`src/rtl/alu_share_arbiter_pkg.sv`:
```
// Shared constants for the ALU sharing arbiter: ALU func codes, branch types
// and the response-slot state encoding.
package alu_share_arbiter_pkg;

  localparam int unsigned NUM_BITS_DEF = 16;

  // ALU func_code values, matching the CPU opcode definitions
  localparam logic [3:0] FUNC_ADD  = 4'd0;
  localparam logic [3:0] FUNC_SUB  = 4'd1;
  localparam logic [3:0] FUNC_ID1  = 4'd2;
  localparam logic [3:0] FUNC_NOT  = 4'd3;
  localparam logic [3:0] FUNC_AND  = 4'd4;
  localparam logic [3:0] FUNC_ORR  = 4'd5;
  localparam logic [3:0] FUNC_NAND = 4'd6;
  localparam logic [3:0] FUNC_NOR  = 4'd7;
  localparam logic [3:0] FUNC_XOR  = 4'd8;
  localparam logic [3:0] FUNC_XNOR = 4'd9;
  localparam logic [3:0] FUNC_LLS  = 4'd10;
  localparam logic [3:0] FUNC_LRS  = 4'd11;
  localparam logic [3:0] FUNC_ALS  = 4'd12;
  localparam logic [3:0] FUNC_ARS  = 4'd13;
  localparam logic [3:0] FUNC_TCP  = 4'd14;
  localparam logic [3:0] FUNC_BXX  = 4'd15;

  // ALU branch_type values
  localparam logic [1:0] BNE = 2'd0;
  localparam logic [1:0] BEQ = 2'd1;
  localparam logic [1:0] BGZ = 2'd2;
  localparam logic [1:0] BLZ = 2'd3;

  typedef enum logic {
    SLOT_EMPTY = 1'b0,
    SLOT_FULL  = 1'b1
  } slot_state_e;

  // The ALU holds bcond across non-branch ops, so only branch ops report it.
  function automatic logic mask_bcond(input logic [3:0] func, input logic bcond);
    return (func == FUNC_BXX) ? bcond : 1'b0;
  endfunction

endpackage

```
`src/rtl/alu_share_arbiter_rsp_slot.sv`:
```
// One requester's response slot: a registered ALU result held until consumed.
module alu_rsp_slot
  import alu_share_arbiter_pkg::*;
#(
  parameter int unsigned NUM_BITS = NUM_BITS_DEF
) (
  input  logic                clk,
  input  logic                reset,
  input  logic                load,
  input  logic                release_en,
  input  logic [NUM_BITS-1:0] data_c,
  input  logic                data_ovf,
  input  logic                data_bcond,
  output logic                valid,
  output logic [NUM_BITS-1:0] c,
  output logic                ovf,
  output logic                bcond
);

  slot_state_e         state_q, state_d;
  logic [NUM_BITS-1:0] c_q, c_d;
  logic                ovf_q, ovf_d;
  logic                bcond_q, bcond_d;

  // Next state: a load wins over a same-cycle release (reload), else release empties
  always_comb begin
    state_d = state_q;
    c_d     = c_q;
    ovf_d   = ovf_q;
    bcond_d = bcond_q;
    if (load) begin
      state_d = SLOT_FULL;
      c_d     = data_c;
      ovf_d   = data_ovf;
      bcond_d = data_bcond;
    end else if (release_en && (state_q == SLOT_FULL)) begin
      state_d = SLOT_EMPTY;
    end
  end

  // Slot state and response registers
  always_ff @(posedge clk) begin
    if (reset) begin
      state_q <= SLOT_EMPTY;
      c_q     <= '0;
      ovf_q   <= 1'b0;
      bcond_q <= 1'b0;
    end else begin
      state_q <= state_d;
      c_q     <= c_d;
      ovf_q   <= ovf_d;
      bcond_q <= bcond_d;
    end
  end

  assign valid = (state_q == SLOT_FULL);
  assign c     = c_q;
  assign ovf   = ovf_q;
  assign bcond = bcond_q;

endmodule

```
`src/rtl/alu_share_arbiter.sv`:
```
// Round-robin sharing of the single ALU between PC update (requester 0) and
// execute (requester 1), with a held response slot per requester.
module alu_share_arbiter
  import alu_share_arbiter_pkg::*;
#(
  parameter int unsigned NUM_BITS   = NUM_BITS_DEF,
  parameter int unsigned RESET_PRIO = 0
) (
  input  logic                  clk,
  input  logic                  reset,
  input  logic [1:0]            rq_valid,
  output logic [1:0]            rq_ready,
  input  logic [2*NUM_BITS-1:0] rq_a,
  input  logic [2*NUM_BITS-1:0] rq_b,
  input  logic [7:0]            rq_func,
  input  logic [3:0]            rq_btype,
  output logic [1:0]            rs_valid,
  input  logic [1:0]            rs_ready,
  output logic [2*NUM_BITS-1:0] rs_c,
  output logic [1:0]            rs_ovf,
  output logic [1:0]            rs_bcond,
  output logic [NUM_BITS-1:0]   alu_a,
  output logic [NUM_BITS-1:0]   alu_b,
  output logic [3:0]            alu_func,
  output logic [1:0]            alu_btype,
  input  logic [NUM_BITS-1:0]   alu_c,
  input  logic                  alu_ovf,
  input  logic                  alu_bcond
);

  logic [1:0] elig;
  logic [1:0] gnt;
  logic       prio_q, prio_d;
  logic       bcond_cap;

  // Eligibility and one-hot round-robin grant; nothing is granted during reset
  always_comb begin
    elig = '0;
    gnt  = '0;
    for (int unsigned i = 0; i < 2; i++) begin
      elig[i] = ~reset & rq_valid[i] & (~rs_valid[i] | rs_ready[i]);
    end
    case (elig)
      2'b01:   gnt = 2'b01;
      2'b10:   gnt = 2'b10;
      2'b11:   gnt = prio_q ? 2'b10 : 2'b01;
      default: gnt = 2'b00;
    endcase
  end

  assign rq_ready = gnt;

  // ALU operand mux; idle ALU sees an identity op on zero operands
  always_comb begin
    alu_a     = '0;
    alu_b     = '0;
    alu_func  = FUNC_ID1;
    alu_btype = '0;
    if (gnt[0]) begin
      alu_a     = rq_a[0 +: NUM_BITS];
      alu_b     = rq_b[0 +: NUM_BITS];
      alu_func  = rq_func[3:0];
      alu_btype = rq_btype[1:0];
    end else if (gnt[1]) begin
      alu_a     = rq_a[NUM_BITS +: NUM_BITS];
      alu_b     = rq_b[NUM_BITS +: NUM_BITS];
      alu_func  = rq_func[7:4];
      alu_btype = rq_btype[3:2];
    end
  end

  // Priority moves to the requester that was not granted; holds when idle
  always_comb begin
    prio_d = prio_q;
    if (gnt[0]) begin
      prio_d = 1'b1;
    end else if (gnt[1]) begin
      prio_d = 1'b0;
    end
  end

  // Priority pointer register
  always_ff @(posedge clk) begin
    if (reset) begin
      prio_q <= (RESET_PRIO != 0);
    end else begin
      prio_q <= prio_d;
    end
  end

  assign bcond_cap = mask_bcond(alu_func, alu_bcond);

  alu_rsp_slot #(.NUM_BITS(NUM_BITS)) u_slot0 (
    .clk        (clk),
    .reset      (reset),
    .load       (gnt[0]),
    .release_en (rs_ready[0]),
    .data_c     (alu_c),
    .data_ovf   (alu_ovf),
    .data_bcond (bcond_cap),
    .valid      (rs_valid[0]),
    .c          (rs_c[0 +: NUM_BITS]),
    .ovf        (rs_ovf[0]),
    .bcond      (rs_bcond[0])
  );

  alu_rsp_slot #(.NUM_BITS(NUM_BITS)) u_slot1 (
    .clk        (clk),
    .reset      (reset),
    .load       (gnt[1]),
    .release_en (rs_ready[1]),
    .data_c     (alu_c),
    .data_ovf   (alu_ovf),
    .data_bcond (bcond_cap),
    .valid      (rs_valid[1]),
    .c          (rs_c[NUM_BITS +: NUM_BITS]),
    .ovf        (rs_ovf[1]),
    .bcond      (rs_bcond[1])
  );

endmodule

```
`config.mk`:
```
export PLATFORM = sky130hd
export DESIGN_NAME = alu_share_arbiter
export DESIGN_NICKNAME = d
export VERILOG_FILES = /design/src/rtl/alu_share_arbiter_pkg.sv /design/src/rtl/alu_share_arbiter_rsp_slot.sv /design/src/rtl/alu_share_arbiter.sv
export SDC_FILE = /design/constraint.sdc
export NUM_CORES = 1
export LEC_CHECK = 0
export CORE_ASPECT_RATIO = 1.1
export CORE_MARGIN = 3
export CORE_UTILIZATION = 35
export CTS_CLUSTER_DIAMETER = 40
export DETAILED_ROUTE_END_ITERATION = 8
export DONT_BUFFER_PORTS = 1
export SYNTH_ARGS = -nofsm -noshare
export SYNTH_HDL_FRONTEND = slang
export SYNTH_SLANG_ARGS = --single-unit
```
`constraint.sdc`:
```
create_clock -name clk -period 1.97 [get_ports clk]
set_input_delay 0.197 -clock clk [delete_from_list [all_inputs] [get_ports clk]]
set_output_delay 0.197 -clock clk [all_outputs]
set_load 0.03 [all_outputs]
```
# Yosys cells after proc, flatten, opt, wreduce, memory -nomap -nowiden
# Cells that the tools add are included.
dict set report op_classes {
  muxes 17
  bitwise_logic 9
  n_reduce_logical 5
  eq_ne 4
}
# operator count
set ops {}
lappend ops {{16-bit 2-to-1 mux} 4}
lappend ops {{4-bit 2-to-1 mux} 2}
lappend ops {{1-bit 2-to-1 mux} 7}
lappend ops {{2-bit 2-to-1 mux} 3}
lappend ops {{2-bit one-hot mux with 3 select lines} 1}
lappend ops {{2-bit nonzero test} 3}
lappend ops {{1-bit AND} 4}
lappend ops {{2-bit equality test (second input constant)} 2}
lappend ops {{4-bit equality test (second input constant)} 1}
lappend ops {{1-bit NOT} 3}
lappend ops {{2-bit by 1-bit equality test with 1-bit output (second input constant)} 1}
lappend ops {{1-bit logical AND} 2}
lappend ops {{1-bit bitwise OR} 2}
dict set report word_totals {
  elab_cells 44
  output_inout_bits 78
  reg_bits 39
  in_bits 100
}

# Logic depth before layout (Yosys ltp)
dict set report depth {
  ltp_word 9
  depth_mapped 7
}

# Hierarchy
# From an unflattened synthesis, not the netlist that was laid out.
dict set report unflattened {
  hier_cells 194
  area_unflattened_um2 1994.4
}
# mod area_each_um2 instances cells_per_inst
set modules_own_cells {}
lappend modules_own_cells {alu_rsp_slot 684.4 2 62}
lappend modules_own_cells {alu_share_arbiter 625.6 1 70}

# Least setup slack after synthesis
# Ideal clock, no wire load.
dict set report synth_path {
  path_kind {flip-flop to flip-flop}
  start {reg u_slot1.state_q (netlist: u_slot1.valid)}
  end {reg u_slot0.bcond_q (netlist: u_slot0.bcond)}
  synth_period_minus_slack_ps 1753
  setup_time_ps 92
  path_slack_ps 217
  arrival_time_ps 1661
  stages_incl_launch_ff 7
  cell_sequence {dfxtp_1 > nor2b_4 > a2111oi_4 > buf_6 > a32oi_1 > nand4_1 > o32ai_1}
}
dict set report synth_between {
  elab_chain_len 9
}
# item line
set synth_rtl {}
lappend synth_rtl {{start: declaration} alu_share_arbiter_rsp_slot.sv:20} ;# slot_state_e state_q, state_d;
lappend synth_rtl {{start signal: assignment} alu_share_arbiter_rsp_slot.sv:49} ;# state_q <= state_d;
lappend synth_rtl {{1-bit NOT (*)} alu_share_arbiter.sv:41} ;# elig[i] = ~reset & rq_valid[i] & (~rs_valid[i] | rs_ready[i]);
lappend synth_rtl {{1-bit bitwise OR (*)} alu_share_arbiter.sv:41}
lappend synth_rtl {{1-bit AND (*)} alu_share_arbiter.sv:41}
lappend synth_rtl {{2-bit equality test or 2-bit by 1-bit equality test with 1-bit output (tied branches)} alu_share_arbiter.sv:43} ;# case (elig)
lappend synth_rtl {{2-bit one-hot mux with 3 select lines (*)} alu_share_arbiter.sv:43}
lappend synth_rtl {{4-bit 2-to-1 mux} alu_share_arbiter.sv:64} ;# end else if (gnt[1]) begin
lappend synth_rtl {{4-bit 2-to-1 mux (*)} alu_share_arbiter.sv:59} ;# if (gnt[0]) begin
lappend synth_rtl {{via alu_func[1]} alu_share_arbiter.sv:24} ;# output logic [3:0] alu_func,
lappend synth_rtl {{4-bit equality test (*)} alu_share_arbiter_pkg.sv:38} ;# return (func == FUNC_BXX) ? bcond : 1'b0;
lappend synth_rtl {{1-bit 2-to-1 mux (*)} alu_share_arbiter_pkg.sv:38}
lappend synth_rtl {{end signal: assignment} alu_share_arbiter_rsp_slot.sv:52} ;# bcond_q <= bcond_d;
lappend synth_rtl {{end: declaration} alu_share_arbiter_rsp_slot.sv:23} ;# logic bcond_q, bcond_d;
# Mark *: on every way through the listed nets, which the timed path passes. The rest lies on a longest branch.
# A chain may end at the register's enable or synchronous reset.

# Final worst setup path
dict set report layout_path {
  start {reg u_slot1.state_q (netlist: u_slot1.valid)}
  end {out alu_func[2]}
}
dict set report layout_between {
  elab_chain_len 7
}
# item line
set layout_rtl {}
lappend layout_rtl {{1-bit NOT (*)} alu_share_arbiter.sv:41}
lappend layout_rtl {{1-bit bitwise OR (*)} alu_share_arbiter.sv:41}
lappend layout_rtl {{1-bit AND (*)} alu_share_arbiter.sv:41}
lappend layout_rtl {{2-bit equality test or 2-bit by 1-bit equality test with 1-bit output (tied branches)} alu_share_arbiter.sv:43}
lappend layout_rtl {{2-bit one-hot mux with 3 select lines (*)} alu_share_arbiter.sv:43}
lappend layout_rtl {{4-bit 2-to-1 mux} alu_share_arbiter.sv:64}
lappend layout_rtl {{4-bit 2-to-1 mux (*)} alu_share_arbiter.sv:59}
lappend layout_rtl {{end: declaration} alu_share_arbiter.sv:24}
# Every way passes the cells marked *; elsewhere a longest branch is shown, timed or not.

==> summary.md <==
| Metric | Value |
|---|---|
| Seq cells post-synth | `39` |
| Critical path peak fanout | `10` |
| Status | `completed` |
| Routed vias | `1768` |
| Synthesis Warnings | `0` |
| Final net count | `357` |
| Peak VDD IR | `0.277 mV` |
| Final WS setup | `0.0752 ns` |
| # rows | `28` |
| Syn_area_per_cell | `8.62 sq um` |
| H-Tree Depth | `2` |
| RSZ-0062 raised after global routing | `false` |
| Sum Neg Setup Slack | `0 ns` |
| Final hold violations | `0` |
| CP delay by family, top | `buffers and inverters` |
| Max-slew violations | `0` |
| Gr ovfl total | `0` |
| DRT Wirelength | `5.93 mm` |
| Syn_nets | `328` |
| Die height | `84.6 um` |
| Worst-Margin Slew | `0.378 ns` |
| Slowest stage delay, CP | `0.35 ns` |
| Clock Tree Buf Depth | `2` |
| Register area share after synthesis | `39.7%` |
| Design Area, Final | `2600 sq um` |
| DR iter-0 viols | `66` |
| Mapped Cells | `228` |
| Netlist cell types | `25` |
| Initial antenna violation count | `0` |
| N_diodes | `0` |
| Final setup fails | `0` |
| Final Wtd Congestion | `0.830` |
| Vias per inst | `5.31` |
| CTS tree | `done` |
| WP data arrival | `1.70 ns` |
| LEAKAGE | `1.04 nW` |
| Fmax | `0.528 GHz` |
| Total track usage | `16.8%` |
| Initial Utilization | `36.4%` |
| Max Cap Viol | `0` |
| Final period utilization | `96.2%` |
| Fin Hold WS | `0.0187 ns` |
| # clock sinks | `39` |
| Minimum clock period after layout | `1.89 ns` |
| Crit-path cells | `nor2b_4 -> a2111oi_4 -> buf_6 -> clkbuf_16 -> a32o_2 -> buf_4` |
| Required time of the worst setup path | `1.77 ns` |
| Die width | `77.5 um` |
| Drt first pass iters | `4` |
| Die area | `6550 sq um` |
| Drc violations | `0` |
| Type of origin of the critical path | `register` |
| Clock transition at path regs | `0.08 ns` |
| # fillers | `540` |
| First-pass GRT wire length | `8.74 mm` |
| Worst Setup End Kind | `output pin` |
| Latest clock arrival within the worst-skew pair | `0.28 ns` |
| Placed instance area | `2360 sq um` |
| Routed WL per cell | `17.8 um` |
| Cell area after synthesis | `1970 sq um` |
| Critical path class | `reg2out` |
| Root Buffer | `clkbuf_8` |
| DP HPWL | `4.35 mm` |
| Slew margin rel. | `74.8%` |
| Worst path slowest cell | `dfxtp_1` |
| Post-route ant nets | `0` |
| TritonCTS Buffers | `5` |
| PortBufs | `0` |
| IO Pins | `178` |
| Post-Route Skew | `0.00444 ns` |
| Layout cells sized above 1 | `27.1%` |
| Core Area | `5400 sq um` |
| Hold crit path type | `in2reg` |
| P&R area growth vs syn | `32.3%` |
| Pre-CTS setup slack | `0.218 ns` |
| Power Dens Cells | `814 nW/um^2` |
| Buf+Inv Stages, Crit Path | `3` |
| Pwr Total | `2.12 mW` |
| Vias in the first global route | `1695` |
| Pin count of the biggest net entering global routing | `41` |
-- what timing repair did --
item                       4_1_cts  5_1_grt
setup endpoints to repair       36       38
resized for setup                7        7
hold buffers                     0        1
cloned                           1        2
pin swaps                        1        0
hold endpoints to repair         0        2
setup buffers                    1        0
-- kinds of logic after synthesis --
logic type / Yosys count / share of synthesized area [%]
AOI/OAI and AO/OA: 79 / 29.6
buffers and inverters: 33 / 9.99
DFF: 39 / 39.7
and+or+nand+nor: 77 / 20.7
-- state kept, by name, summed over array words and instances (netlist names) --
| register | count |
|---|---|
| prio_q | 1 |
| u_slot0.bcond | 1 |
| u_slot0.c | 16 |
| u_slot0.ovf | 1 |
| u_slot0.valid | 1 |
| u_slot1.bcond | 1 |
| u_slot1.c | 16 |
| u_slot1.ovf | 1 |
| u_slot1.valid | 1 |
-- cell usage in the layout (no fill, tap or decap), drive strengths merged --
cell type    instances
a2111oi              1
a31oi                1
and2                 2
nand4                1
nand2               36
o32ai                2
dfxtp               39
clkbuf               9
nand2b              36
nor2b                2
o21ai               34
a32o                 3
a32oi                1
clkinvlp             1
a22o                34
dlygate4sd3          1
o21bai               2
buf                 47
o21a                 1
inv                  5
-- worst paths after layout --
kind	from	endpoint	slack, ns	cells after the start
max	u_slot1.valid	alu_func[2]	0.08	6
min	alu_c[11]	u_slot1.c[11]	0.02	2
max reg2reg	u_slot1.valid	u_slot0.bcond	0.36	7
min reg2reg	prio_q	prio_q	0.49	1
-- cells in the mapped netlist --
master / instances / area [sq um]
a22o_1: 34 / 298
a32o_1: 2 / 20.0
nor2b_1: 1 / 6.26
o21ai_0: 34 / 170
nor2b_4: 1 / 13.8
clkbuf_2: 1 / 5.00
inv_1: 5 / 18.8
nand2b_1: 35 / 219
a31oi_1: 1 / 6.26
a32oi_1: 1 / 8.76
nand2b_4: 1 / 13.8
a2111oi_4: 1 / 27.5
dfxtp_1: 39 / 781
o21a_1: 1 / 7.51
and2_0: 1 / 6.26
nand4_1: 1 / 6.26
nand2_1: 36 / 135
and2_1: 1 / 6.26
a32o_2: 1 / 11.3
o21bai_1: 2 / 15.0
buf_2: 6 / 30.0
o32ai_1: 2 / 17.5
buf_4: 15 / 113
clkbuf_1: 5 / 18.8
buf_6: 1 / 11.3
-- where the power goes --
group / total (mW) / switching (mW) / internal [mW]
Sequential: 1.00 / 0.151 / 0.849
Combinational: 0.521 / 0.277 / 0.244
Clock: 0.596 / 0.278 / 0.319
-- final cells by class --
class                           instances  area (sq um)  share of cell area (%)
Sequential cell                        39           783                    30.1
Tap cell                               75          93.8                    3.61
Clock inverter                          1          7.51                   0.289
Inverter                                5          18.8                   0.722
Clock buffer                            7          96.3                    3.71
Timing Repair Buffer                   50           578                    22.2
Multi-Input combinational cell        156          1020                    39.3
-- metrics by stage --
step	util [%]	std cells
after floorplan	-	228
after global placement	43.7	320
after detailed placement	43.7	320
after CTS	46.7	330
after global routing	48.2	333
final	48.2	333
-- per-layer routing --
| metal | wire (um) | global-route usage, % |
|---|---|---|
| met5 | 0 | 0 |
| met4 | 127 | 5.18 |
| met3 | 644 | 7.08 |
| met2 | 2930 | 28.1 |
| met1 | 2230 | 19.4 |
(Power assumes the default switching activity.)
